==> src/rtl/tile_seq_pkg.sv <==
// Shared types and default sizing for the tile sequencer.
package tile_seq_pkg;

    localparam int N_TILES_MAX_DEF = 64;
    localparam int MAX_OUT_DEF     = 4;
    localparam int TIMEOUT_DEF     = 1024;

    typedef enum logic [2:0] {
        ST_IDLE,
        ST_ISSUE,
        ST_DRAIN,
        ST_DONE,
        ST_ERR
    } seqState_e;

endpackage

==> src/rtl/tile_seq_ctrl_if.sv <==
// Tile-start handshake and per-tile retire strobe between sequencer and MAC datapath.
interface tile_seq_ctrl_if
    import tile_seq_pkg::*;
#(
    parameter int CNT_W = $clog2(N_TILES_MAX_DEF + 1)
) ();

    logic             tile_TVALID;
    logic             tile_TREADY;
    logic [CNT_W-1:0] tile_TIDX;
    logic             y_fire;

    modport master (
        output tile_TVALID,
        output tile_TIDX,
        input  tile_TREADY,
        input  y_fire
    );

    modport slave (
        input  tile_TVALID,
        input  tile_TIDX,
        output tile_TREADY,
        output y_fire
    );

endinterface

==> src/rtl/tile_seq_wdog.sv <==
// Saturating idle watchdog: cleared by activity, counts while enabled, flags expiry.
module tile_seq_wdog #(
    parameter int TIMEOUT = 1024
) (
    input  logic clk,
    input  logic rst_n,
    input  logic clear,
    input  logic enable,
    output logic expire
);

    localparam int W = (TIMEOUT > 1) ? $clog2(TIMEOUT) : 1;
    localparam logic [W-1:0] LIMIT = W'(TIMEOUT - 1);

    logic [W-1:0] count_q;
    logic [W-1:0] count_d;

    // Clear wins over counting; the count saturates at the limit so it never wraps.
    always_comb begin
        count_d = count_q;
        if (clear) begin
            count_d = '0;
        end else if (enable && (count_q != LIMIT)) begin
            count_d = count_q + W'(1);
        end
    end

    // Watchdog count register.
    always_ff @(posedge clk or negedge rst_n) begin
        if (!rst_n) begin
            count_q <= '0;
        end else begin
            count_q <= count_d;
        end
    end

    assign expire = (count_q == LIMIT);

endmodule

==> src/rtl/tile_seq_ctrl.sv <==
// Tile sequencer: issues tile starts under an in-flight limit, tracks retires,
// and reports completion or protocol/timeout errors.
module tile_seq_ctrl
    import tile_seq_pkg::*;
#(
    parameter int N_TILES_MAX = N_TILES_MAX_DEF,
    parameter int MAX_OUT     = MAX_OUT_DEF,
    parameter int TIMEOUT     = TIMEOUT_DEF,
    parameter int CNT_W       = $clog2(N_TILES_MAX + 1),
    localparam int OUT_W      = $clog2(MAX_OUT + 1)
) (
    input  logic                 clk,
    input  logic                 rst_n,
    input  logic                 start,
    input  logic [CNT_W-1:0]     cfg_n_tiles,
    tile_seq_ctrl_if.master      tile,
    output logic                 busy,
    output logic                 done,
    output logic                 err,
    output logic [OUT_W-1:0]     outstanding
);

    seqState_e        state_q, state_d;
    logic [CNT_W-1:0] nTiles_q, nTiles_d;
    logic [CNT_W-1:0] issued_q, issued_d;
    logic [CNT_W-1:0] retired_q, retired_d;
    logic [OUT_W-1:0] outst_q, outst_d;
    logic             tvalid_q, tvalid_d;
    logic             busy_q, busy_d;
    logic             done_q, done_d;
    logic             err_q, err_d;

    logic tileFire;
    logic retire;
    logic inRun;
    logic startAcc;
    logic wdClear;
    logic wdEnable;
    logic wdExpire;

    assign tileFire = tvalid_q && tile.tile_TREADY;
    assign retire   = tile.y_fire;
    assign inRun    = (state_q == ST_ISSUE) || (state_q == ST_DRAIN);
    assign startAcc = start && ((state_q == ST_IDLE) || (state_q == ST_ERR));

    assign wdClear  = tileFire || retire || startAcc;
    assign wdEnable = inRun && (outst_q != '0);

    tile_seq_wdog #(
        .TIMEOUT (TIMEOUT)
    ) u_wdog (
        .clk    (clk),
        .rst_n  (rst_n),
        .clear  (wdClear),
        .enable (wdEnable),
        .expire (wdExpire)
    );

    // Next-state and counter updates; outputs are then decoded from the next state
    // so they leave the flops registered and never see tile_TREADY combinationally.
    always_comb begin
        state_d   = state_q;
        nTiles_d  = nTiles_q;
        issued_d  = issued_q;
        retired_d = retired_q;
        outst_d   = outst_q;

        unique case (state_q)
            ST_IDLE, ST_ERR: begin
                if (start) begin
                    nTiles_d  = cfg_n_tiles;
                    issued_d  = '0;
                    retired_d = '0;
                    outst_d   = '0;
                    state_d   = (cfg_n_tiles == '0) ? ST_DONE : ST_ISSUE;
                end
            end
            ST_ISSUE, ST_DRAIN: begin
                if (retire && (outst_q == '0)) begin
                    state_d = ST_ERR;
                end else if (wdExpire) begin
                    state_d = ST_ERR;
                end else begin
                    if (tileFire) begin
                        issued_d = issued_q + CNT_W'(1);
                    end
                    if (retire) begin
                        retired_d = retired_q + CNT_W'(1);
                    end
                    if (tileFire && !retire) begin
                        outst_d = outst_q + OUT_W'(1);
                    end else if (!tileFire && retire) begin
                        outst_d = outst_q - OUT_W'(1);
                    end
                    if (retired_q == nTiles_q) begin
                        state_d = ST_DONE;
                    end else if ((state_q == ST_ISSUE) && tileFire && (issued_d == nTiles_q)) begin
                        state_d = ST_DRAIN;
                    end
                end
            end
            ST_DONE: begin
                state_d = ST_IDLE;
            end
            default: begin
                state_d = ST_IDLE;
            end
        endcase

        tvalid_d = (state_d == ST_ISSUE) && (issued_d < nTiles_d) && (outst_d < OUT_W'(MAX_OUT));
        busy_d   = (state_d == ST_ISSUE) || (state_d == ST_DRAIN);
        err_d    = (state_d == ST_ERR);
        done_d   = (state_q == ST_DONE);
    end

    // Sequencer state, counters and registered outputs.
    always_ff @(posedge clk or negedge rst_n) begin
        if (!rst_n) begin
            state_q   <= ST_IDLE;
            nTiles_q  <= '0;
            issued_q  <= '0;
            retired_q <= '0;
            outst_q   <= '0;
            tvalid_q  <= 1'b0;
            busy_q    <= 1'b0;
            done_q    <= 1'b0;
            err_q     <= 1'b0;
        end else begin
            state_q   <= state_d;
            nTiles_q  <= nTiles_d;
            issued_q  <= issued_d;
            retired_q <= retired_d;
            outst_q   <= outst_d;
            tvalid_q  <= tvalid_d;
            busy_q    <= busy_d;
            done_q    <= done_d;
            err_q     <= err_d;
        end
    end

    assign tile.tile_TVALID = tvalid_q;
    assign tile.tile_TIDX   = issued_q;
    assign busy             = busy_q;
    assign done             = done_q;
    assign err              = err_q;
    assign outstanding      = outst_q;

endmodule

==> src/flat_wrapper.sv <==
// flat-port wrapper written by rule: the top's interface ports become plain ports
module tile_seq_ctrl_flat import tile_seq_pkg::*;
#(
    parameter int N_TILES_MAX = N_TILES_MAX_DEF,
    parameter int MAX_OUT     = MAX_OUT_DEF,
    parameter int TIMEOUT     = TIMEOUT_DEF,
    parameter int CNT_W       = $clog2(N_TILES_MAX + 1),
    localparam int OUT_W      = $clog2(MAX_OUT + 1)
)
  (clk, rst_n, start, cfg_n_tiles, busy, done, err, outstanding, tile_tile_TVALID, tile_tile_TIDX, tile_tile_TREADY, tile_y_fire);
  tile_seq_ctrl_if #(.CNT_W(CNT_W)) tile_i ();
  input  logic clk;
  input  logic rst_n;
  input  logic start;
  input  logic [CNT_W-1:0] cfg_n_tiles;
  output logic busy;
  output logic done;
  output logic err;
  output logic [OUT_W-1:0] outstanding;
  output wire logic [$bits(tile_i.tile_TVALID)-1:0] tile_tile_TVALID;
  output wire logic [$bits(tile_i.tile_TIDX)-1:0] tile_tile_TIDX;
  input wire logic [$bits(tile_i.tile_TREADY)-1:0] tile_tile_TREADY;
  input wire logic [$bits(tile_i.y_fire)-1:0] tile_y_fire;
  assign tile_tile_TVALID = tile_i.tile_TVALID;
  assign tile_tile_TIDX = tile_i.tile_TIDX;
  assign tile_i.tile_TREADY = tile_tile_TREADY;
  assign tile_i.y_fire = tile_y_fire;
  tile_seq_ctrl #(.N_TILES_MAX(N_TILES_MAX), .MAX_OUT(MAX_OUT), .TIMEOUT(TIMEOUT), .CNT_W(CNT_W)) u_core (.clk(clk), .rst_n(rst_n), .start(start), .cfg_n_tiles(cfg_n_tiles), .tile(tile_i), .busy(busy), .done(done), .err(err), .outstanding(outstanding));
endmodule
==> config.mk <==
export PLATFORM = sky130hd
export DESIGN_NAME = tile_seq_ctrl_flat
export DESIGN_NICKNAME = d
export VERILOG_FILES = /design/src/rtl/tile_seq_pkg.sv /design/src/rtl/tile_seq_ctrl_if.sv /design/src/rtl/tile_seq_wdog.sv /design/src/rtl/tile_seq_ctrl.sv /design/src/flat_wrapper.sv
export SDC_FILE = /design/constraint.sdc
export NUM_CORES = 1
export LEC_CHECK = 0
export BUFFER_PORTS_ARGS = -buffer_cell sky130_fd_sc_hd__buf_2
export CAP_MARGIN = 40
export CORE_ASPECT_RATIO = 1.75
export CORE_MARGIN = 2
export CORE_UTILIZATION = 64
export CTS_BUF_LIST = sky130_fd_sc_hd__clkbuf_16
export DETAILED_ROUTE_END_ITERATION = 10
export PLACE_DENSITY = 0.84
export SLEW_MARGIN = 20
export SYNTH_ARGS = -nofsm -noshare
export SYNTH_HDL_FRONTEND = slang
export SYNTH_HIERARCHICAL = 1
export SYNTH_SLANG_ARGS = --single-unit
==> constraint.sdc <==
create_clock -name clk -period 7.7 [get_ports clk]
set_input_delay 0.385 -clock clk [delete_from_list [all_inputs] [get_ports clk]]
set_output_delay 0.385 -clock clk [all_outputs]
set_load 0.03 [all_outputs]
==> results of run 1 <==
==> cells in the mapped netlist (all sizes together) (3+ instances only) <==
cell | count | share of area, %
a21o | 3 | 0.91
a21oi | 15 | 3.0
and3 | 6 | 1.7
buf | 5 | 1.6
dfrtp | 41 | 39
ha | 15 | 7.2
inv | 17 | 2.4
mux2i | 9 | 3.4
nand2 | 28 | 4.0
nand2b | 6 | 1.4
nand3 | 10 | 1.9
nand4 | 10 | 2.6
nor2 | 20 | 3.0
nor2b | 4 | 0.95
nor3 | 5 | 1.1
nor4 | 3 | 0.95
o21ai | 18 | 3.4
o31ai | 7 | 2.5
o41ai | 3 | 1.0
or4 | 3 | 0.86
xnor2 | 10 | 3.3
xor2 | 14 | 5.0
==> worst paths after layout <==
kind / endpoint / slack [ns] / from
min in group clk: u_core/nTiles_q[1] / 0.37 / cfg_n_tiles[1]
max in group asynchronous: u_core/tile.tile_TIDX[0] / 7.14 / rst_n
setup / recovery: u_core/tile.tile_TVALID / 4.14 / u_core/u_wdog/count_q[0]
setup reg to reg: u_core/tile.tile_TVALID / 4.14 / u_core/u_wdog/count_q[0]
hold reg to reg: u_core/outstanding[0] / 0.53 / u_core/outstanding[0]
hold / removal: u_core/u_wdog/count_q[2] / 0.08 / rst_n
==> cells by family (layout without fill, tap and decap cells) <==
family / Yosys count / after routing / synth area share, %
and+or+nand+nor: 103 / 103 / 21.0
xor gates and xnor gates: 24 / 24 / 8.31
muxes: 10 / 10 / 3.87
adders and majority gates: 15 / 15 / 7.16
AOI/OAI and AO/OA: 60 / 60 / 16.2
buffers and inverters: 24 / 51 / 4.35
DFF: 41 / 41 / 39.2
==> critical path, delay by kind of cell (launching register included) <==
family | cells | cell delay, ns
AO/OA/AOI/OAI | 4 | 1.29
AND/OR/NAND/NOR | 5 | 1.06
adder cells (fa/ha/maj) | 2 | 0.57
flip-flops | 1 | 0.42
buffers and inverters | 1 | 0.11
==> power by group through the flow <==
stage,clock (mW),combinational (mW),sequential [mW]
6_report,0.228,0.390,0.323
5_1_grt,0.242,0.427,0.328
4_1_cts,0.232,0.385,0.322
3_5_place_dp,0,0.381,0.326
3_3_place_gp,0,0.368,0.325
2_1_floorplan,0,0.269,0.340
==> cells in the final DEF (no fill, tap or decap), drive strengths merged, types with 2 or more instances in the layout <==
| master | synthesis | final |
|---|---|---|
| xnor2 | 10 | 10 |
| clkbuf | 2 | 5 |
| nand2 | 28 | 28 |
| or4 | 3 | 3 |
| o21ai | 18 | 18 |
| ha | 15 | 15 |
| and4 | 2 | 2 |
| xor2 | 14 | 14 |
| and3 | 6 | 6 |
| mux2i | 9 | 9 |
| a31o | 2 | 2 |
| inv | 17 | 18 |
| a21o | 3 | 3 |
| a211oi | 2 | 2 |
| nand4 | 10 | 10 |
| dfrtp | 41 | 41 |
| nand3 | 10 | 10 |
| o31ai | 7 | 7 |
| nand3b | 2 | 2 |
| nor4 | 3 | 3 |
| o41ai | 3 | 3 |
| nand2b | 6 | 6 |
| a21oi | 15 | 15 |
| nor3 | 5 | 5 |
| buf | 5 | 26 |
| nor2b | 4 | 4 |
| a2111oi | 2 | 2 |
| nor2 | 20 | 20 |
==> flip-flops by register name (all words and copies together), names as in the netlist <==
signal,count
u_core/busy,1
u_core/tile.tile_TVALID,1
u_core/u_wdog/count_q,10
u_core/state_q,3
u_core/tile.tile_TIDX,7
u_core/outstanding,3
u_core/retired_q,7
u_core/done,1
u_core/err,1
u_core/nTiles_q,7
==> layout make-up <==
| class | count | area, sq um |
|---|---|---|
| multi-input cells | 212 | 1480 |
| inverters | 17 | 63.8 |
| clock inverters | 3 | 37.5 |
| flip-flops and latches | 41 | 1030 |
| clock buffers | 5 | 125 |
| fillers | 293 | 958 |
| repair buffers | 26 | 153 |
| well taps | 48 | 60.1 |
==> routing by layer <==
metal | track usage [%] | wire length, microns | vias up
li1 | - | - | 1052
met1 | 29.4 | 2340 | 1078
met2 | 56.9 | 3490 | 76
met3 | 4.73 | 242 | 14
met4 | 10.3 | 117 | 0
met5 | 0 | 0 | -
==> through the flow <==
step | setup slack (ns) | utilization (%) | area, sq um | hold WS [ns]
detailed placement | 4.22 | 71.3 | 2780 | 0.392
global placement | 4.45 | 70.6 | 2760 | 0.529
CTS | 4.20 | 75.4 | 2950 | 0.0943
global route | 3.89 | 75.4 | 2950 | 0.118
floorplan | 4.78 | - | 2620 | 0.0894
finish | 4.14 | 75.4 | 2950 | 0.0843
==> results.cfg, run 1 <==
[power]
p_int_mw = 0.552
power_mw = 0.941
p_per_area_nw_per_um2 = 319
p_leak_nw = 1.38
p_clk_share_pct = 24.2
p_seq_share_pct = 34.3
switchingPower_mw = 0.389
irDropWorstVdd_uv = 206
p_comb_share_pct = 41.5
p_sw_share_pct = 41.4

[clock_tree]
cts_sinks = 41
post_cts.repair.setup_buffers = 0
clock_latency_ns = 0.28
cts.clk_slew.worst_paths_ns = 0.06
htree_levels = 2
cts_buffer_depth = 2
cts_buffers = 5
cts_hold_buf = 0
ctsResizeCount = 0
cts_tree = done
cts_root_buffer = clkbuf_16

[sta]
period_minus_slack_ns = 3.56
skew_ns = 0.00287
fmax_ghz = 0.281
report.final.slew_viol_count = 0
fin_crit_sh_pct = 46.2
rsz0062_at_grt = no
tns_ns = 0
setup_viol_count_final = 0
relSlewSlack_pct = 51.7
finalHoldViolCount = 0
worst_pin_slew_ns = 0.724

[worst_setup_path]
endpoint_kind = flop
reg2regPathDepth = 12
cpPeakStageDelay_ns = 0.66
critPathRequiredTime_ns = 7.86
crit_type = reg -> reg
crit_chain = ha_1 -> nand3_1 -> nor3_1 -> inv_1 -> nand4_1 -> o41ai_1 -> ha_1 -> a21oi_1 -> nor2b_1 -> o21ai_0 -> nand4_1 -> a2111oi_2
path_max_fanout = 14
critPathLaunchType = flop
crit_arrival_ns = 3.72
worst_path_max_delay_cell = o41ai_1

[place]
place_inst = 344
place_congestion = 1.03
dpl.hpwl_microns = 4700
io_buffers = 25

[floorplan]
die_height_microns = 88.6
start_util_pct = 67.1
rows = 30
die_x_microns = 52.4
die-area_sq_um = 4640
ioPinCount = 26
core_region_area_sq_um = 3900

[logic_synthesis]
synth_cell_type_count = 56
yosysWarningCount = 6
synth_area_sq_um = 2620
async_flop_share_pct = 100
ys_ff_latch = 41
synth_nets = 304
synth_ff_type = dfrtp_1
synth_edf_count = 0
synth_seq_area_share_pct = 39.2
synthCells = 277
postSynthAreaPerCell_sq_um = 9.46

[drt]
routed_via_density = 6.31
vias = 2220
postRouteAntennaNets = 0
wl_per_cell_microns = 17.6
first_pass_iters = 4
drt-initial-drc-count = 65
routed_wirelength_microns = 6180
drcViolationCount = 0

[global_route]
grt_usage_pct = 29.0
antenna_found_initial = 0
grt_pass1_vias = 2247
grt_pass1_wl_microns = 10000
grt_overflow = 0
grt_start_max_net_pins = 23

[layout]
drive_gt1_share_pct = 16.1
final_nets = 330
fin_cells = 352
area_growth_pct = 12.4
num_antenna_cells = 0

[flow_run]
max_cap_viol_count = 0

[run_status]
status = finished clean

[min_path]
min_path_type = in -> async
No activity file was read; power rests on OpenSTA's default activity.
==> inputs of run 2 (changes only) <==
--- a/config.mk
+++ b/config.mk
@@ -9,10 +9,10 @@
 export CAP_MARGIN = 40
 export CORE_ASPECT_RATIO = 1.75
 export CORE_MARGIN = 2
-export CORE_UTILIZATION = 64
+export CORE_UTILIZATION = 53
 export CTS_BUF_LIST = sky130_fd_sc_hd__clkbuf_16
 export DETAILED_ROUTE_END_ITERATION = 10
-export PLACE_DENSITY = 0.84
+export PLACE_DENSITY = 0.75
 export SLEW_MARGIN = 20
 export SYNTH_ARGS = -nofsm -noshare
 export SYNTH_HDL_FRONTEND = slang
==> constraint.sdc (replaced) <==
create_clock -name clk -period 3.02 [get_ports clk]
set_input_delay 0.151 -clock clk [delete_from_list [all_inputs] [get_ports clk]]
set_output_delay 0.151 -clock clk [all_outputs]
set_load 0.03 [all_outputs]
==> run 2 against run 1 <==
  * Routed wire length up 6.2%
  * Hold slack better by 0.033 ns
  * Sequential power up 150%
  * Flip-flop and latch count unchanged
  * Clock skew grew 0.00062 ns
  * Non-clock buffer count up 15
  * Utilization shrank 9.6 points
  * Cell area up 5.2%
  * Critical endpoint unchanged
  * Highest routed layer unchanged
==> results.cfg, run 2 (synthesized netlist as in run 1, its figures left out) <==
[clock_tree]
cts_sinks = 41
htree_levels = 2
cts.clk_slew.worst_paths_ns = 0.06
cts_buffer_depth = 2
cts_root_buffer = clkbuf_16
clock_latency_ns = 0.28
cts_tree = done
cts_buffers = 5

[worst_setup_path]
path_max_fanout = 5
reg2reg_slack_ns = 0.19
reg2regPathDepth = 14
endpoint_kind = flop
crit_type = reg -> reg
critPathLaunchType = flop
critPathRequiredTime_ns = 3.19
r2r-start = u_core/u_wdog/count_q[1]
reg2reg_to = u_core/tile.tile_TVALID
crit_arrival_ns = 3.00

[power]
p_leak_nw = 1.48
p_sw_share_pct = 41.0
switchingPower_mw = 1.03
p_seq_share_pct = 31.8
irDropWorstVdd_uv = 556
p_int_mw = 1.49
p_comb_share_pct = 44.8
p_per_area_nw_per_um2 = 814
p_clk_share_pct = 23.4

[layout]
fill_cells = 413
seq_area_sq_um = 1030
utilization_pct = 65.8
final_cell_mix = dfrtp_1 (41), nand2_1 (28), buf_2 (25), nor2_1 (19), inv_1 (18)
area_growth_pct = 18.2
num_antenna_cells = 0
multiInputGateArea_sq_um = 1510
largest_reg_flops = 10
layout_commonest_cell = dfrtp_1
fin_area_sq_um = 3100
drive_gt1_share_pct = 20.4
regMostFlops = u_core/u_wdog/count_q
final_nets = 345

[drt]
drcViolationCount = 0
postRouteAntennaNets = 0
vias = 2247
wl_per_cell_microns = 17.7
routed_wirelength_microns = 6570
routed_via_density = 6.06
drt-initial-drc-count = 89
first_pass_iters = 4

[sta]
rsz0062_at_grt = no
report.final.slew_viol_count = 0
tns_ns = 0
fmax_ghz = 0.353
worst_pin_slew_ns = 0.578
relSlewSlack_pct = 61.4
fin_hold_ws_ns = 0.118
skew_ns = 0.00348
fin_crit_sh_pct = 93.8
setup_viol_count_final = 0
period_minus_slack_ns = 2.83
finalHoldViolCount = 0

[place]
io_buffers = 25
dpl_cell_area_sq_um = 2870
dpl.hpwl_microns = 5130
place_congestion = 0.891

[min_path]
worstHoldStart = cfg_n_tiles[0]
holdPathStages = 3
min_to = u_core/nTiles_q[0]
min_path_type = in -> reg

[flow_run]
max_cap_viol_count = 0

[floorplan]
die_height_microns = 97.0
die_x_microns = 57.2
core_region_area_sq_um = 4710
start_util_pct = 55.7
ioPinCount = 26
die-area_sq_um = 5540
rows = 33

[global_route]
grt_usage_pct = 25.5
grt_overflow = 0
grt_pass1_vias = 2379
grt_pass1_wl_microns = 11000
antenna_found_initial = 0
grt_start_max_net_pins = 22

[run_status]
status = finished clean
## run 2: metal layers
metal	wire, microns	GRT usage [%]	vias to the layer above
met4	432	16.3	0
met3	230	4.14	35
li1	-	-	1079
met1	2390	25.8	1061
met2	3510	45.9	72
met5	0	0	-
## run 2: how the worst max path moves through the flow
stage	start	depth (start not counted)	slack, ns	endpoint
floorplan	u_core/outstanding[0]	12	0.1	u_core/tile.tile_TVALID
global placement	u_core/u_wdog/count_q[0]	14	0.21	u_core/tile.tile_TVALID
detailed placement	u_core/u_wdog/count_q[0]	12	0.13	u_core/tile.tile_TVALID
CTS	u_core/u_wdog/count_q[0]	14	0.07	u_core/tile.tile_TVALID
global route	u_core/u_wdog/count_q[0]	13	0.02	u_core/tile.tile_TVALID
finish	u_core/u_wdog/count_q[1]	14	0.19	u_core/tile.tile_TVALID
## run 2: power by group through the flow
stage / Clock (mW) / Combinational [mW] / Sequential (mW)
final: 0.590 / 1.13 / 0.801
after global routing: 0.624 / 1.22 / 0.818
after global placement: 0 / 1.05 / 0.815
after floorplan: 0 / 0.686 / 0.867
after CTS: 0.603 / 1.08 / 0.806
after detailed placement: 0 / 1.06 / 0.817
## run 2: worst max-delay path, cell delays in order, from the launching register on
cell       delay, ns
dfrtp_1         0.41
ha_1            0.21
nand3_1         0.12
nor3_2          0.07
inv_1           0.08
nand4_1         0.25
buf_4           0.25
o31ai_1         0.23
buf_4           0.15
ha_1            0.23
a21oi_1         0.20
nor2_1          0.06
nor2_1          0.10
nand4_1         0.12
a2111oi_2       0.22
## run 2: cell type report
class | count | share of cell area (%)
clock inverters | 3 | 1.21
clock buffers | 5 | 4.04
multi-input cells | 212 | 48.7
flip-flops and latches | 41 | 33.1
well taps | 52 | 2.10
repair buffers | 41 | 8.76
inverters | 17 | 2.06
## run 2: metrics by stage
step	cells	power, mW	setup slack [ns]
after floorplan	277	1.55	0.0972
after global placement	358	1.86	0.205
after detailed placement	359	1.88	0.134
after CTS	368	2.49	0.0713
after global routing	371	2.67	0.0197
final	371	2.52	0.188
## run 2: what timing repair did
action,CTS,global route
endpoints found under the setup margin,0,1
buffers inserted,0,3
hold endpoints to repair,20,0
hold buffers,1,0
resized for setup,0,9
==> inputs of run 3 (changes only) <==
==> constraint.sdc (replaced) <==
create_clock -name clk -period 2.4 [get_ports clk]
set_input_delay 0.12 -clock clk [delete_from_list [all_inputs] [get_ports clk]]
set_output_delay 0.12 -clock clk [all_outputs]
set_load 0.03 [all_outputs]
==> run 3 against run 2 <==
  * The run now ends with setup timing left
  * Clock power up 25%
  * Clock skew about the same
  * First-iteration DRC count up 26%
  * Via count up 8.2%
  * Routed wire length up 9.2%
  * Global-route usage up 2.6 points
  * Maximum frequency up 12%
  * Non-clock buffer count up 35
  * Critical endpoint unchanged
==> results.cfg, run 3 (synthesized netlist as in run 1, its figures left out) <==
[clock_tree]
cts_root_buffer = clkbuf_16
htree_levels = 2
cts.clk_slew.worst_paths_ns = 0.06
clock_latency_ns = 0.28
cts_buffer_depth = 2
cts_sinks = 41
cts_buffers = 5
cts_tree = done

[layout]
final_nets = 380
regMostFlops = u_core/u_wdog/count_q
final_cell_mix = buf_4 (47), dfrtp_1 (39), nand2_1 (28), buf_2 (25), nor2_1 (19)
largest_reg_flops = 10
drive_gt1_share_pct = 33.3
utilization_pct = 73.6
num_antenna_cells = 0
area_growth_pct = 32.3
layout_commonest_cell = buf_4

[worst_setup_path]
worst_path_max_delay_cell = dfrtp_1
path_max_fanout = 10
endpoint_kind = flop
worst-path-buf-inv = 2
r2r-start = u_core/u_wdog/count_q[1]
crit_arrival_ns = 2.69
cpPeakStageDelay_ns = 0.35
cp-startpoint = u_core/u_wdog/count_q[1]
cp_top_family = compound AO/OA/AOI/OAI gates
cpMostUsedCell = nand4_1
crit_type = reg -> reg
critPathLaunchType = flop
crit_chain = ha_2 -> nand3_4 -> nor3_4 -> inv_2 -> nand4_1 -> buf_6 -> a31oi_4 -> o21ai_2 -> o41ai_4 -> ha_1 -> a21oi_2 -> nor2b_1 -> o21ai_1 -> nand4_1 -> a2111oi_2
critPathRequiredTime_ns = 2.57

[global_route]
grt_pass1_vias = 2598
grt_usage_pct = 28.1
antenna_found_initial = 0
grt_overflow = 0
grt_start_max_net_pins = 25
grt_pass1_wl_microns = 12200

[flow_run]
max_cap_viol_count = 0

[drt]
vias = 2432
wl_per_cell_microns = 17.7
routed_wirelength_microns = 7170
postRouteAntennaNets = 0
drcViolationCount = 0
first_pass_iters = 4
drt-initial-drc-count = 112
routed_via_density = 5.99

[sta]
period_minus_slack_ns = 2.52
relSlewSlack_pct = 66.9
finalHoldViolCount = 0
fin_crit_sh_pct = 105
worst_pin_slew_ns = 0.496
rsz0062_at_grt = yes
report.final.slew_viol_count = 0
fin_hold_ws_ns = 0.0910
setup_slack_ns = -0.120
fmax_ghz = 0.397
tns_ns = -0.120
skew_ns = 0.00383
setup_viol_count_final = 1

[place]
io_buffers = 25
dpl.hpwl_microns = 5460
place_congestion = 0.893

[floorplan]
start_util_pct = 55.7
die_height_microns = 97.0
die-area_sq_um = 5540
core_region_area_sq_um = 4710
ioPinCount = 26
rows = 33
die_x_microns = 57.2

[run_status]
violations = setup timing
status = finished with violations

[min_path]
min_path_type = in -> reg
worstHoldStart = cfg_n_tiles[0]

[power]
irDropWorstVdd_uv = 660
power_mw = 3.46
p_per_area_nw_per_um2 = 999
p_leak_nw = 1.69
==> run 3: cell types whose count changed in the layout (fill, tap and decap cells not counted), sizes merged <==
cell	change
buf	+35
==> run 3: cell type report <==
type                            count  area, sq um
Clock buffer                        5          125
Clock inverter                      3         37.5
Fill cell                         370         1240
Inverter                           17         63.8
Multi-Input combinational cell    212         1600
Sequential cell                    41         1030
Tap cell                           52         65.1
Timing Repair Buffer               76          547
==> run 3: final timing paths <==
path,to,slack [ns],depth (start not counted)
worst min-delay path,u_core/nTiles_q[0],0.09,3
worst max-delay path,u_core/tile.tile_TVALID,-0.12,15
max in group asynchronous,u_core/busy,1.61,3
worst max register to register,u_core/tile.tile_TVALID,-0.12,15
worst min register to register,u_core/tile.tile_TIDX[6],0.56,1
min in group asynchronous,u_core/outstanding[1],0.32,2
==> run 3: repair_timing <==
item / in CTS / in global routing
hold buffers: 1 / 0
setup endpoints to repair: 1 / 1
pin swaps: 7 / 2
resized for setup: 14 / 3
setup buffers: 0 / 1
gates cloned: 0 / 0
endpoints found under the hold margin: 17 / 0
==> run 3: per-stage QoR <==
| stage | setup slack, ns | cells | area (sq um) |
|---|---|---|---|
| finish | -0.120 | 406 | 3470 |
| global route | -0.301 | 406 | 3470 |
| CTS | -0.126 | 405 | 3440 |
| detailed placement | -0.288 | 396 | 3210 |
| global placement | -0.167 | 395 | 3190 |
| floorplan | -0.0923 | 277 | 2680 |
==> run 3: layer usage <==
layer,up-vias,GRT usage [%],part of all wire [%]
met2,84,52.3,57
met5,-,0,0
met3,26,3.74,4.0
met1,1174,28.8,34
met4,0,15.2,4.3
li1,1148,-,-
==> run 3: power by group <==
group,internal (mW),switching (mW)
combinational,0.743,0.958
sequential,0.837,0.184
clock,0.483,0.256
total,2.06,1.40
==> run 3: tightest hold or removal path, cell delays in order <==
cell,delay [ns]
buf_2,0.09
nand2_1,0.05
nand2_1,0.07
